$ cat src/rtl/conv_stream_engine.sv
// conv_stream_engine: streaming KxK convolution over a raster pixel stream.
// Pixels arrive over a valid/ready handshake, K-1 rows are kept in line
// buffers, and each valid window is reduced by a serial MAC (one tap per
// cycle) into a scaled, saturated, tagged result.
//
//   state  | meaning
//   -------+---------------------------------------------------------------
//   IDLE   | waiting for start; coefficient writes accepted
//   LOAD   | accepting pixels until a window becomes valid or frame ends
//   MAC    | K*K cycles, one tap accumulated per cycle
//   SAT    | result register stage: scale, clamp and tag the accumulator
//   EMIT   | result presented, held until the consumer accepts it
//   DONE   | one-cycle end-of-frame pulse
module conv_stream_engine #(
    parameter int DATA_W = 8,
    parameter int IMG_W  = 16,
    parameter int IMG_H  = 16,
    parameter int K      = 4,
    parameter int STRIDE = 1,
    parameter int ACC_W  = 24,
    parameter int SHIFT  = 0
) (
    input  logic                      clk_i,
    input  logic                      rst_ni,
    input  logic                      start_i,
    output logic                      busy_o,
    output logic                      done_o,
    input  logic                      coef_we_i,
    input  logic [$clog2(K*K)-1:0]    coef_idx_i,
    input  logic [DATA_W-1:0]         coef_data_i,
    input  logic                      in_valid_i,
    output logic                      in_ready_o,
    input  logic [DATA_W-1:0]         in_data_i,
    output logic                      out_valid_o,
    input  logic                      out_ready_i,
    output logic [DATA_W-1:0]         out_data_o,
    output logic [$clog2(IMG_H)-1:0]  out_row_o,
    output logic [$clog2(IMG_W)-1:0]  out_col_o
);

    localparam int NTAP = K * K;
    localparam int TW   = $clog2(NTAP);
    localparam int RW   = $clog2(IMG_H);
    localparam int CW   = $clog2(IMG_W);
    localparam int PW   = 2 * DATA_W + 1;
    localparam logic signed [ACC_W-1:0] SAT_MAX = ACC_W'((1 << DATA_W) - 1);

    typedef enum logic [2:0] {
        S_IDLE, S_LOAD, S_MAC, S_SAT, S_EMIT, S_DONE
    } state_t;

    state_t state_q, state_d;

    logic [DATA_W-1:0]        coef_q [NTAP];
    logic [DATA_W-1:0]        win_q  [NTAP];
    logic [DATA_W-1:0]        lb_q   [K-1][IMG_W];
    logic [RW-1:0]            row_q;
    logic [CW-1:0]            col_q;
    logic [TW-1:0]            tap_q;
    logic signed [ACC_W-1:0]  acc_q;
    logic [RW-1:0]            trig_row_q;
    logic [CW-1:0]            trig_col_q;
    logic                     last_q;
    logic [DATA_W-1:0]        out_data_q;
    logic [RW-1:0]            out_row_q;
    logic [CW-1:0]            out_col_q;

    logic                     xfer;
    logic                     last_pix;
    logic                     win_ok;
    logic [RW-1:0]            rel_row;
    logic [CW-1:0]            rel_col;
    logic [DATA_W-1:0]        col_v [K];
    logic signed [PW-1:0]     coef_x;
    logic signed [PW-1:0]     pix_x;
    logic signed [PW-1:0]     prod;
    logic signed [ACC_W-1:0]  acc_sh;
    logic [DATA_W-1:0]        sat_val;

    assign xfer     = (state_q == S_LOAD) && in_valid_i;
    assign last_pix = (row_q == RW'(IMG_H - 1)) && (col_q == CW'(IMG_W - 1));
    assign rel_row  = row_q - RW'(K - 1);
    assign rel_col  = col_q - CW'(K - 1);
    assign win_ok   = (row_q >= RW'(K - 1)) && (col_q >= CW'(K - 1)) &&
                      ((int'(rel_row) % STRIDE) == 0) &&
                      ((int'(rel_col) % STRIDE) == 0);

    // New window column: oldest buffered row first, incoming pixel last
    always_comb begin
        for (int i = 0; i < K - 1; i++) begin
            col_v[i] = lb_q[i][col_q];
        end
        col_v[K-1] = in_data_i;
    end

    // Signed coefficient times zero-extended pixel, then scale and clamp
    assign coef_x = PW'($signed(coef_q[tap_q]));
    assign pix_x  = PW'($signed({1'b0, win_q[tap_q]}));
    assign prod   = coef_x * pix_x;
    assign acc_sh = acc_q >>> SHIFT;

    // Clamp the scaled accumulator into the unsigned output range
    always_comb begin
        if (acc_sh[ACC_W-1]) begin
            sat_val = '0;
        end else if (acc_sh > SAT_MAX) begin
            sat_val = '1;
        end else begin
            sat_val = acc_sh[DATA_W-1:0];
        end
    end

    // Next-state and handshake outputs
    always_comb begin
        state_d     = state_q;
        in_ready_o  = 1'b0;
        out_valid_o = 1'b0;
        done_o      = 1'b0;
        busy_o      = (state_q != S_IDLE);
        unique case (state_q)
            S_IDLE: begin
                if (start_i) state_d = S_LOAD;
            end
            S_LOAD: begin
                in_ready_o = 1'b1;
                if (xfer) begin
                    if (win_ok)        state_d = S_MAC;
                    else if (last_pix) state_d = S_DONE;
                end
            end
            S_MAC: begin
                if (tap_q == TW'(NTAP - 1)) state_d = S_SAT;
            end
            S_SAT: begin
                state_d = S_EMIT;
            end
            S_EMIT: begin
                out_valid_o = 1'b1;
                if (out_ready_i) state_d = last_q ? S_DONE : S_LOAD;
            end
            S_DONE: begin
                done_o  = 1'b1;
                state_d = S_IDLE;
            end
            default: state_d = S_IDLE;
        endcase
    end

    // State register
    always_ff @(posedge clk_i or negedge rst_ni) begin
        if (!rst_ni) state_q <= S_IDLE;
        else         state_q <= state_d;
    end

    // Coefficient store, writable only while idle
    always_ff @(posedge clk_i or negedge rst_ni) begin
        if (!rst_ni) begin
            for (int n = 0; n < NTAP; n++) coef_q[n] <= '0;
        end else if ((state_q == S_IDLE) && coef_we_i && (int'(coef_idx_i) < NTAP)) begin
            coef_q[coef_idx_i] <= coef_data_i;
        end
    end

    // Line buffers and window shift on every accepted pixel
    always_ff @(posedge clk_i or negedge rst_ni) begin
        if (!rst_ni) begin
            for (int i = 0; i < K - 1; i++) begin
                for (int c = 0; c < IMG_W; c++) lb_q[i][c] <= '0;
            end
            for (int n = 0; n < NTAP; n++) win_q[n] <= '0;
        end else if (xfer) begin
            for (int i = 0; i < K - 1; i++) begin
                lb_q[i][col_q] <= col_v[i+1];
            end
            // Shift every row left; the rightmost column is overwritten below
            for (int n = 0; n < NTAP - 1; n++) begin
                win_q[n] <= win_q[n+1];
            end
            for (int i = 0; i < K; i++) begin
                win_q[i*K + K - 1] <= col_v[i];
            end
        end
    end

    // Raster position counters and the tag of the pixel that fired a window
    always_ff @(posedge clk_i or negedge rst_ni) begin
        if (!rst_ni) begin
            row_q      <= '0;
            col_q      <= '0;
            trig_row_q <= '0;
            trig_col_q <= '0;
            last_q     <= 1'b0;
        end else if ((state_q == S_IDLE) && start_i) begin
            row_q <= '0;
            col_q <= '0;
        end else if (xfer) begin
            trig_row_q <= rel_row;
            trig_col_q <= rel_col;
            last_q     <= last_pix;
            if (col_q == CW'(IMG_W - 1)) begin
                col_q <= '0;
                row_q <= last_pix ? '0 : row_q + RW'(1);
            end else begin
                col_q <= col_q + CW'(1);
            end
        end
    end

    // Serial MAC: cleared when a window fires, one tap per MAC cycle
    always_ff @(posedge clk_i or negedge rst_ni) begin
        if (!rst_ni) begin
            acc_q <= '0;
            tap_q <= '0;
        end else if (xfer && win_ok) begin
            acc_q <= '0;
            tap_q <= '0;
        end else if (state_q == S_MAC) begin
            acc_q <= acc_q + ACC_W'(prod);
            tap_q <= tap_q + TW'(1);
        end
    end

    // Result register, loaded once per window and held through EMIT
    always_ff @(posedge clk_i or negedge rst_ni) begin
        if (!rst_ni) begin
            out_data_q <= '0;
            out_row_q  <= '0;
            out_col_q  <= '0;
        end else if (state_q == S_SAT) begin
            out_data_q <= sat_val;
            out_row_q  <= trig_row_q;
            out_col_q  <= trig_col_q;
        end
    end

    assign out_data_o = out_data_q;
    assign out_row_o  = out_row_q;
    assign out_col_o  = out_col_q;

endmodule

$ cat config.mk
export PLATFORM = sky130hd
export DESIGN_NAME = conv_stream_engine
export DESIGN_NICKNAME = d
export VERILOG_FILES = /design/src/rtl/conv_stream_engine.sv
export SDC_FILE = /design/constraint.sdc
export NUM_CORES = 1
export LEC_CHECK = 0
export BUFFER_PORTS_ARGS = -buffer_cell sky130_fd_sc_hd__buf_2
export CAP_MARGIN = 10
export CORE_ASPECT_RATIO = 1.2
export CORE_MARGIN = 2
export CORE_UTILIZATION = 40
export CTS_BUF_LIST = sky130_fd_sc_hd__clkbuf_16
export DETAILED_ROUTE_END_ITERATION = 8
export PLACE_DENSITY = 0.6
export SYNTH_ARGS = -nofsm -noshare
export SYNTH_HDL_FRONTEND = slang
export SYNTH_SLANG_ARGS = --single-unit
$ cat constraint.sdc
create_clock -name clk_i -period 15.05 [get_ports clk_i]
set_input_delay 3.01 -clock clk_i [delete_from_list [all_inputs] [get_ports clk_i]]
set_output_delay 3.01 -clock clk_i [all_outputs]
set_load 0.03 [all_outputs]
---- Yosys cells after proc, flatten, opt, wreduce, memory -nomap -nowiden ----
Cells that the tools add are included.
word-level totals
  memories kept ........................... 0
  input port bits ......................... 26
  latch bits .............................. 0
  flip-flop bits (word level) ............. 704
  bits in writable memories ............... 0
  memory bits (read-only) ................. 0
cells by class
  add/subtract/negate cells ............... 6
  magnitude comparators ................... 8
  mux-type cells .......................... 47
  bitwise gates (word level) .............. 4
  shifts and indexed selects .............. 0
  reduce and logical (&&, ||, !) cells .... 16
  div/mod/pow operators ................... 0
  multiply operators ...................... 1
  eq/ne operators ......................... 13
operators by type and width
  operator                                                                           number
  128-bit bitwise mux                                                                4
  8-bit binary-select mux with 4-bit select                                          5
  8-bit 2-to-1 mux                                                                   14
  8-bit demux with 4-bit select                                                      2
  24-bit 2-to-1 mux                                                                  2
  4-bit 2-to-1 mux                                                                   9
  24-bit by 17-bit adder with 24-bit output                                          1
  24-bit by 9-bit greater-than comparator with 1-bit output (second input constant)  1
  3-bit 2-to-1 mux                                                                   7
  8-bit by 9-bit multiplier with 17-bit output                                       1
  5-bit >= comparator (second input constant)                                        3
  4-bit NOT with 5-bit output                                                        3
  3-bit one-hot mux with 5 select lines                                              1
  4-bit by 1-bit adder with 4-bit output (second input constant)                     3
  4-bit equality test (second input constant)                                        3
  5-bit by 1-bit < comparator with 1-bit output (second input constant)              2
  4-bit by 2-bit >= comparator with 1-bit output (second input constant)             2
  1-bit logical AND                                                                  8
  2-bit != test (second input constant)                                              4
  4-bit by 2-bit subtractor with 4-bit output (second input constant)                2
  3-bit by 2-bit equality test with 1-bit output (second input constant)             2
  3-bit equality test (second input constant)                                        2
  2-bit nonzero test                                                                 3
  5-bit AND reduction                                                                1
  7 further kinds                                                                    10

---- Logic depth before layout (Yosys ltp) ----
Gate-level depths: netlist (run 1).
  depth in word-level cells ............... 8
  mapped depth ............................ 25

---- Worst setup path before layout (run 1) ----
Ideal clock, no wire load.
  path type ............................... register to register
  start point ............................. register tap_q[0]
  end point ............................... register acc_q[12]
  stages on the path, launching flop included .. 21
  data required time ...................... 14.928 ns
  arrival time ............................ 6.088 ns
  path buffers ............................ 2
  path slack .............................. 8.840 ns
  cells stage by stage .................... dfrtp_1 -> buf_2 -> buf_2 -> mux4_2 -> mux2_2 -> a21oi_1 -> nor2_1 -> fa_1 -> inv_1 -> fa_1 -> inv_1 -> fa_1 -> fa_1 -> fa_1 -> ha_1 -> a21o_1 -> a21oi_1 -> nand2_1 -> a21o_1 -> a211o_1 -> a32o_1
between the ends
  cells in the longest elaborated chain, start to end .. 8
ends and longest elaborated chain
  element                                                       RTL line  source
  start, declared                                               59        logic [TW-1:0] tap_q;
  start signal, assigned                                        219       tap_q <= tap_q + TW'(1);
  4-bit NOT with 5-bit output (implied by the code) *           97, 98
  8-bit binary-select mux with 4-bit select (on tied branches)  97, 98
  8-bit 2-to-1 mux (on tied branches) (2 in a row)              97, 98
  8-bit by 9-bit multiplier with 17-bit output *                99        assign prod = coef_x * pix_x;
  24-bit by 17-bit adder with 24-bit output *                   218       acc_q <= acc_q + ACC_W'(prod);
  24-bit 2-to-1 mux *                                           217       end else if (state_q == S_MAC) begin
  24-bit 2-to-1 mux *                                           214       end else if (xfer && win_ok) begin
  end signal, assigned                                          218
  end, declared                                                 60        logic signed [ACC_W-1:0] acc_q;
Every way passes the cells marked *; elsewhere a longest branch is shown, timed or not. The select of a mux whose other input is x is not followed.
A chain may end at the register's enable or synchronous reset.

---- Worst setup path in the final report (run 1) ----
  start point ............................. register tap_q[0]
  end point ............................... register acc_q[23]
Same word-level chain as after synthesis.

==> flow_summary.ini, run 1 <==
[cts]
cts_buffers = 77
cts_tree = done
clk_pin_slew_ns = 0.06
cts.sinks = 704
clock_path_buffers = 3
cts.hold.buffers_added = 0
cts-resized-gates = 0
cts_root_buf = clkbuf_16
htree_num_levels = 3
postCtsSetupBuffers = 0
clk_latency_ns = 0.64

[route]
wl_met1_mm = 35.8
drt.antenna.violating_nets = 0
top_layer = met4
wl_met2_mm = 41.0
dr.pass1.iters = 5
via_per_inst = 5.45
routedWlPerCell_um = 21.2
dr_total_vias = 20980
drt-total-wl_mm = 81.5
wl_met3_mm = 2.84
drc = 0
drt_iter0_markers = 1388

[min_path]
hold_class = flop to flop

[synthesis]
synth_async_sr_flop_share_pct = 100
yosysTopAreaCell = dfrtp_1
yosys_warnings = 0
synth_cell_type_count = 65
synthFlopType = dfrtp_1
yosysSeqAreaShare_pct = 50.5
synth-edff-count = 0
synthTopCellsByCount = 704 x dfrtp_1, 543 x nand2_1, 435 x mux2_2
synthCells = 2659
synth_nets = 2818
synth_area_per_cell_um2 = 13.1
syn_area_mm2 = 0.0349
yosysTopAreaCellShare_pct = 50.5
synth_area_leaders = dfrtp_1 51%, mux2_2 14%, mux4_2 12%
post-synth-top-count-cell = dfrtp_1
synth-seq-cells = 704

[place]
dp_hpwl_mm = 50.0
portBuffers = 45
gp_congestion = 0.828
dpl_cell_area_mm2 = 0.0360
dpl.cell_count = 3714

[cells_and_area]
fillers = 7767
area_growth_syn_to_layout_pct = 10.2
fin_cells = 3848
nNetsFinal = 2812
stdcell_area_mm2 = 0.0384
final_layout_size_suffix_gt1_share_pct = 30.8

[timing]
tns_ns = 0
drv_slew = 0
relSlewSlack_pct = 27.9
fin_crit_sh_pct = 50.7
setup_viol = 0
worst_pin_slew_ns = 1.08
max_freq_mhz = 131
grt_setup_unrepaired = no
fin_skew_ns = 0.0288
hold_viol_final = 0
period_needed_ns = 7.63

[global_route]
grt_overflow = 0
grt.total_usage_pct = 18.7
grt_pass1_wl_mm = 131
first_global_vias = 22794
antenna_found_initial = 1
grt_max_degree = 172

[floorplan]
start_util_pct = 40.4
core_mm2 = 0.0864
dieArea_mm2 = 0.0896
placementRows = 118
die_w_um = 274
ios = 46
dieHeight_um = 327

[critical_path]
worst-setup-path-type = flop to flop
worstPathArrival_ns = 8.17
worstPathRequired_ns = 15.58
cp_max_fo = 53
start_kind = flop
end_kind = flop

[run_status]
status = finished, final reports clean

[pwr]
power.density_mw_per_mm2 = 174
leakagePower_uw = 0.0186
vdd_drop_max_mv = 0.0881

[flow_run]
max_cap_viol_count = 0
-- kinds of logic after synthesis --
logic type	count (synthesis)	synth area share, %
multiplexers	707	28.8
flip-flops	704	50.5
adder cells (fa/ha/maj)	133	5.87
buffers and inverters	249	3.35
XOR/XNOR	22	0.553
AND/OR/NAND/NOR	707	8.38
AO/OA/AOI/OAI	137	2.57
-- final timing paths --
| check | startpoint | to | slack [ns] | depth (start not counted) |
|---|---|---|---|---|
| worst max-delay path | tap_q[0] | acc_q[23] | 7.42 | 20 |
| worst min-delay path | win_q[25] | win_q[25] | 0.47 | 2 |
| worst max register to register | tap_q[0] | acc_q[23] | 7.42 | 20 |
| worst min register to register | win_q[25] | win_q[25] | 0.47 | 2 |
| max in group asynchronous | rst_ni | lb_q[63] | 10.08 | 3 |
| min in group asynchronous | rst_ni | lb_q[90] | 2.44 | 1 |
-- critical path, cell delays in order, from the launching register on --
cell      delay, ns
dfrtp_4        0.59
buf_4          0.87
mux4_2         0.60
mux2i_1        0.26
nor2_1         0.07
a21oi_1        0.58
nor2_1         0.15
fa_1           0.56
inv_1          0.06
fa_1           0.53
inv_1          0.05
fa_1           0.49
fa_1           0.44
fa_1           0.47
ha_1           0.34
o211ai_1       0.14
o211ai_1       0.15
a41oi_1        0.56
o211ai_1       0.20
a211o_1        0.32
o211ai_1       0.09
-- per-stage QoR --
| step | hold WS [ns] | worst slack (ns) | total power (µW) | utilization [%] |
|---|---|---|---|---|
| floorplan | 0.440 | 8.84 | 4410 | - |
| global placement | 0.452 | 7.39 | 4770 | 41.7 |
| detailed placement | 0.461 | 7.31 | 4890 | 41.7 |
| CTS | 0.476 | 7.27 | 6760 | 44.5 |
| global route | 0.498 | 6.85 | 7100 | 44.5 |
| finish | 0.474 | 7.42 | 6680 | 44.5 |
-- state kept, by name, indices dropped and copies added (netlist names) --
signal      count
row_q           4
lb_q          384
state_q         3
trig_row_q      4
win_q         128
acc_q          24
out_row_o       4
out_col_o       4
last_q          1
out_data_o      8
col_q           4
trig_col_q      4
tap_q           4
coef_q        128
-- per-layer routing --
metal,vias up,track usage [%]
met4,0,5.75
met5,-,0
met2,386,31.7
li1,9347,-
met1,11111,25.1
met3,136,2.35
-- power by group --
| part | leakage, µW | switching, µW | total, µW | internal (µW) |
|---|---|---|---|---|
| registers | 0.00926 | 341 | 2810 | 2470 |
| logic | 0.00806 | 1000 | 2030 | 1030 |
| clock network | 0.00124 | 793 | 1850 | 1060 |
-- layout make-up --
cell class / instances / area [µm²] / area share (%)
timing repair buffer: 83 / 533 / 1.39
clock inverter: 54 / 464 / 1.21
sequential: 704 / 17600 / 45.9
clock buffer: 79 / 1980 / 5.14
tap: 1140 / 1430 / 3.71
antenna: 1 / 2.50 / 0.00651
inverter: 81 / 304 / 0.791
multi-input combinational: 1706 / 16100 / 41.9
-- placed cells by master (no fill, tap or decap), types with 19 or more instances in the layout --
cell       instances
a21oi_1           34
buf_2             44
buf_4             37
clkbuf_16         79
dfrtp_1          697
fa_1              51
ha_1              82
inv_1             90
mux2_1            72
mux2_2           435
mux4_2           185
nand2_1          542
nor2_1            65
nor2b_1           19
o21ai_0           32
Power figures use the tool's default switching activity.
==> inputs of run 2 (changes only) <==
--- a/config.mk
+++ b/config.mk
@@ -12,7 +12,7 @@
 export CORE_UTILIZATION = 40
 export CTS_BUF_LIST = sky130_fd_sc_hd__clkbuf_16
 export DETAILED_ROUTE_END_ITERATION = 8
-export PLACE_DENSITY = 0.6
+export PLACE_DENSITY = 0.62
 export SYNTH_ARGS = -nofsm -noshare
 export SYNTH_HDL_FRONTEND = slang
 export SYNTH_SLANG_ARGS = --single-unit
==> constraint.sdc (replaced) <==
create_clock -name clk_i -period 6.3 [get_ports clk_i]
set_input_delay 1.26 -clock clk_i [delete_from_list [all_inputs] [get_ports clk_i]]
set_output_delay 1.26 -clock clk_i [all_outputs]
set_load 0.03 [all_outputs]
==> run 2 against run 1 <==
Compared with the run above:
- combinational power is 140% higher
- clock-buffer cell count fell by 1
- total power rose by 140%
- clock skew down 0.0080 ns
- critical endpoint is now acc_q[17]
- via count increased by 1.1%
- hold slack worse by 0.0015 ns
- sequential power up 140%
- core utilization increased by 0.70 points
- die area did not move
- clock power rose by 130%
- highest routed layer unchanged
- design area up 1.6%
==> flow_summary.ini, run 2 (synthesis results as in run 1) <==
[critical_path]
worst-setup-path-type = flop to flop
start_kind = flop
crit_cells = 22
path_cells = buf_12 > buf_8 > mux4_2 > mux2_2 > a21oi_1 > buf_4 > nor2_1 > fa_1 > inv_1 > fa_1 > inv_1 > fa_1 > fa_1 > fa_1 > ha_1 > o211ai_1 > o211ai_1 > a41oi_2 > buf_4 > o21bai_1 > xnor2_1 > o21ai_0
crit_start = tap_q[0]
worstPathArrival_ns = 6.59
crit_slowest_cell = fa_1
crit_path_max_incr_delay_ns = 0.53
worst-path-buf-inv = 6
cp_max_fo = 9
cp_common_cell = fa_1
timing.rr.end = acc_q[17]
rr_worst_depth = 22
reg2reg_from = tap_q[0]
regToRegSetupSlack_ns = 0.17
worstPathRequired_ns = 6.76
endpoint = acc_q[17]
crit_family = adder cells
end_kind = flop

[route]
drc = 0
via_per_inst = 5.45
dr.pass1.iters = 5
drt_iter0_markers = 1302
drt.antenna.violating_nets = 0
routedWlPerCell_um = 21.2
drt-total-wl_mm = 82.5
dr_total_vias = 21210

[global_route]
grt_overflow = 0
grt_pass1_wl_mm = 131
antenna_found_initial = 1
grt_max_degree = 174
grt.total_usage_pct = 18.8
first_global_vias = 22922

[timing]
relSlewSlack_pct = 21.8
hold_viol_final = 0
fin_crit_sh_pct = 97.3
drv_slew = 0
max_freq_mhz = 163
fin_skew_ns = 0.0208
period_needed_ns = 6.13
setup_viol = 0
tns_ns = 0
worst_pin_slew_ns = 1.17
grt_setup_unrepaired = yes

[cells_and_area]
area_growth_syn_to_layout_pct = 12.0
fillers = 7647
nNetsFinal = 2857
fin_cells = 3893
num_antenna_cells = 0
largest_reg_flops = 384
final_common_cell = dfrtp_1
biggestRegsByFlops = lb_q x384, coef_q x128, win_q x128
final_layout_size_suffix_gt1_share_pct = 32.5
final_cell_mix = 697 x dfrtp_1, 542 x nand2_1, 435 x mux2_2, 185 x mux4_2, 102 x inv_1
largest-register = lb_q

[floorplan]
ios = 46
core_mm2 = 0.0864
placementRows = 118
dieArea_mm2 = 0.0896
die_w_um = 274
start_util_pct = 40.4
dieHeight_um = 327

[min_path]
hold_class = flop to flop

[cts]
cts_root_buf = clkbuf_16
htree_num_levels = 3
clk_pin_slew_ns = 0.06
clock_path_buffers = 3
cts_buffers = 78
cts_tree = done
clk_latency_ns = 0.63
cts.sinks = 704

[pwr]
vdd_drop_max_mv = 0.248
power.density_mw_per_mm2 = 411
leakagePower_uw = 0.0189

[place]
dpl.cell_count = 3743
portBuffers = 45
dp_hpwl_mm = 50.9
gp_congestion = 0.826

[flow_run]
max_cap_viol_count = 0

[run_status]
status = finished, final reports clean
run 2: cell types whose count changed in the layout (fill, tap and decap cells not counted), moves of 3 or more:
| cell | delta |
|---|---|
| clkinv_2 | -6 |
| buf_4 | +28 |
| clkinv_1 | -6 |
| a21oi_1 | -9 |
| clkinvlp_4 | +3 |
| buf_12 | +10 |
| a21oi_2 | +9 |
| inv_1 | +12 |
run 2: how the worst min path moves through the flow:
stage,to,cells after the start,from,slack (ns)
after floorplan,win_q[88],2,win_q[88],0.44
after global placement,win_q[95],2,win_q[95],0.45
after detailed placement,lb_q[3],2,lb_q[3],0.46
after CTS,lb_q[3],2,lb_q[3],0.48
after global routing,lb_q[3],2,lb_q[3],0.49
final,lb_q[3],2,lb_q[3],0.47
run 2: per-stage QoR:
step	power [µW]	hold WS, ns	instance area, µm²	setup slack [ns]	util [%]
final	16000	0.472	39000	0.171	45.2
after global placement	11500	0.452	36300	0.0627	42.0
after floorplan	10500	0.440	34900	0.0900	-
after CTS	16200	0.475	38700	0.0231	44.8
after detailed placement	11800	0.461	36300	0.0203	42.0
after global routing	17000	0.490	39000	-0.0240	45.2
run 2: routing by layer:
metal	vias to the layer above	track usage (%)	routed length [µm]
met4	0	5.33	1720
met3	117	2.87	3560
met1	11249	24.6	35700
li1	9424	-	-
met2	420	32.3	41500
met5	-	0	0
run 2: worst reg2reg max path: stages (launching register included):
cell	delay, ns
dfrtp_4	0.46
buf_12	0.16
buf_8	0.16
mux4_2	0.49
mux2_2	0.27
a21oi_1	0.15
buf_4	0.19
nor2_1	0.08
fa_1	0.51
inv_1	0.06
fa_1	0.53
inv_1	0.05
fa_1	0.50
fa_1	0.44
fa_1	0.49
ha_1	0.31
o211ai_1	0.10
o211ai_1	0.26
a41oi_2	0.23
buf_4	0.19
o21bai_1	0.14
xnor2_1	0.13
o21ai_0	0.08
run 2: cell type report:
cell class                      instances  area (µm²)  share of cell area (%)
Tap cell                             1140        1430                    3.65
Multi-Input combinational cell       1706       16200                    41.5
Timing Repair Buffer                  127        1070                    2.75
Inverter                               81         304                   0.779
Clock inverter                         57         454                    1.16
Sequential cell                       704       17600                    45.2
Clock buffer                           78        1950                    5.00
run 2: repair_timing:
| item | 4_1_cts | 5_1_grt |
|---|---|---|
| setup buffers | 0 | 12 |
| gates resized for setup | 1 | 31 |
| hold buffers | 0 | 0 |
| gates cloned | 0 | 3 |
| endpoints found under the setup margin | 1 | 12 |
| pin swaps | 0 | 4 |
run 2: power by group:
group / internal, µW / switching [µW] / leakage (µW)
clock: 2460 / 1860 / 0.00124
sequential: 5890 / 889 / 0.00926
combinational: 2560 / 2390 / 0.00836
total: 10900 / 5140 / 0.0189
==> inputs of run 3 (changes only) <==
--- a/config.mk
+++ b/config.mk
@@ -9,10 +9,10 @@
 export CAP_MARGIN = 10
 export CORE_ASPECT_RATIO = 1.2
 export CORE_MARGIN = 2
-export CORE_UTILIZATION = 40
+export CORE_UTILIZATION = 57
 export CTS_BUF_LIST = sky130_fd_sc_hd__clkbuf_16
 export DETAILED_ROUTE_END_ITERATION = 8
-export PLACE_DENSITY = 0.62
+export PLACE_DENSITY = 0.81
 export SYNTH_ARGS = -nofsm -noshare
 export SYNTH_HDL_FRONTEND = slang
 export SYNTH_SLANG_ARGS = --single-unit
==> run 3 against run 2 <==
Compared with the run above:
- non-clock buffer count down 11
- critical path depth down 3
- via count up 1.9%
- wire length down 2.2%
- cell count down 8.9%
- first-iteration DRC count up 24%
- critical endpoint is now acc_q[23]
- sequential share of layout area up 0.95 points
==> flow_summary.ini, run 3 (synthesis results as in run 1) <==
[floorplan]
ios = 46
die_w_um = 230
dieArea_mm2 = 0.0632
start_util_pct = 57.4
placementRows = 99
dieHeight_um = 275
core_mm2 = 0.0607

[cells_and_area]
largest_reg_flops = 384
biggestRegsByFlops = lb_q x384, coef_q x128, win_q x128
area_growth_syn_to_layout_pct = 9.66
final_cell_mix = 697 x dfrtp_1, 542 x nand2_1, 435 x mux2_2, 185 x mux4_2, 102 x inv_1
nNetsFinal = 2840
final_common_cell = dfrtp_1
fillers = 4389
largest-register = lb_q
fin_cells = 3547
final_layout_size_suffix_gt1_share_pct = 31.8

[cts]
cts_root_buf = clkbuf_16
clk_pin_slew_ns = 0.06
cts_tree = done
cts.sinks = 704
cts.hold.buffers_added = 0
clock_path_buffers = 3
clk_latency_ns = 0.62
cts_buffers = 72
htree_num_levels = 3

[route]
routedWlPerCell_um = 22.7
drt.antenna.violating_nets = 0
dr_total_vias = 21613
drt_iter0_markers = 1613
via_per_inst = 6.09
drc = 0
drt-total-wl_mm = 80.7
dr.pass1.iters = 5

[critical_path]
start_kind = flop
crit_slowest_cell = fa_1
worstPathRequired_ns = 6.83
end_kind = flop
path_cells = buf_16 > mux4_2 > mux2_2 > a21oi_1 > nor2_1 > fa_1 > inv_1 > fa_1 > inv_1 > fa_1 > fa_1 > fa_1 > ha_1 > o211ai_1 > o211ai_1 > a41oi_2 > o211ai_1 > a211o_1 > o211ai_1
cp_max_fo = 14
cp_common_cell = fa_1
crit_path_max_incr_delay_ns = 0.55
worst-setup-path-type = flop to flop
worstPathArrival_ns = 6.61
rr_worst_depth = 19
regToRegSetupSlack_ns = 0.22

[global_route]
grt.total_usage_pct = 26.2
grt_max_degree = 178
grt_pass1_wl_mm = 129
first_global_vias = 23373
antenna_found_initial = 4
grt_overflow = 0

[timing]
relSlewSlack_pct = 25.9
worst_pin_slew_ns = 1.11
hold_viol_final = 0
timing.hold.ws_ns = 0.471
period_needed_ns = 6.08
drv_slew = 0
fin_crit_sh_pct = 96.5
grt_setup_unrepaired = yes
fin_skew_ns = 0.0239
max_freq_mhz = 164
setup_viol = 0

[place]
dpl.cell_count = 3412
portBuffers = 45
gp_congestion = 0.880
dp_hpwl_mm = 50.3

[pwr]
vdd_drop_max_mv = 0.258
leakagePower_uw = 0.0187
power.density_mw_per_mm2 = 412

[run_status]
status = finished, final reports clean

[min_path]
whs_path_depth = 2
hold_class = flop to flop

[flow_run]
max_cap_viol_count = 0
-- run 3: cell types whose count changed in the layout (fill, tap and decap cells not counted), moves of 3 or more --
cell,before,now
clkinv_1,10,22
clkbuf_16,81,74
buf_4,65,59
buf_12,11,7
bufinv_16,5,2
clkinvlp_4,5,1
clkinv_2,10,5
-- run 3: final cells by class --
class	count	area, µm²	area share, %
antenna	2	5.00	0.0131
clock buffer	73	1830	4.78
clock inverter	57	335	0.877
inverter	81	304	0.795
multi-input combinational	1706	16200	42.4
sequential	704	17600	46.1
tap	808	1010	2.64
timing repair buffer	116	905	2.37
-- run 3: critical path, delay by kind of cell, from the launching register on --
| kind | cells | cell delay, ns |
|---|---|---|
| adder cells (fa/ha/maj) | 6 | 2.85 |
| buffers and inverters | 3 | 0.31 |
| flip-flops | 1 | 0.51 |
| AO/OA/AOI/OAI | 7 | 1.44 |
| multiplexers | 2 | 0.77 |
| AND/OR/NAND/NOR | 1 | 0.11 |
-- run 3: what timing repair did --
| item | CTS | global route |
|---|---|---|
| gates resized for setup | 1 | 33 |
| cloned | 0 | 1 |
| pin swaps | 0 | 4 |
| setup buffers | 0 | 2 |
| endpoints found under the setup margin | 1 | 11 |
-- run 3: worst paths after layout --
| check | from | endpoint |
|---|---|---|
| max | tap_q[0] | acc_q[23] |
| min | lb_q[261] | lb_q[261] |
| max reg2reg | tap_q[0] | acc_q[23] |
| min reg2reg | lb_q[261] | lb_q[261] |
| max in group asynchronous | rst_ni | lb_q[186] |
| min in group asynchronous | rst_ni | lb_q[3] |
-- run 3: power breakdown --
part           internal, µW  switching, µW  leakage (µW)
Combinational          2540           2440       0.00828
Sequential             5890            899       0.00926
Clock                  2190           1790       0.00113
Total                 10600           5130        0.0187
-- run 3: routing by layer --
layer / up-vias / part of all wire (%) / global-route usage [%]
li1: 9430 / - / -
met1: 11413 / 40 / 33.0
met2: 550 / 51 / 45.2
met3: 218 / 4.8 / 3.99
met4: 2 / 4.0 / 12.0
met5: - / 0.0099 / 0
-- run 3: metrics by stage --
step                      power, µW  utilization [%]  setup TNS [ns]  instance area (µm²)  setup slack [ns]
final                         15700             63.0               0                38200             0.221
after CTS                     15800             62.7               0                38100            0.0545
after global placement        11400             59.1               0                35900            0.0441
after detailed placement      11700             59.1         -0.0545                35900           -0.0545
after global routing          16600             63.0          -0.186                38200           -0.0545
after floorplan               10500                -               0                34900            0.0900
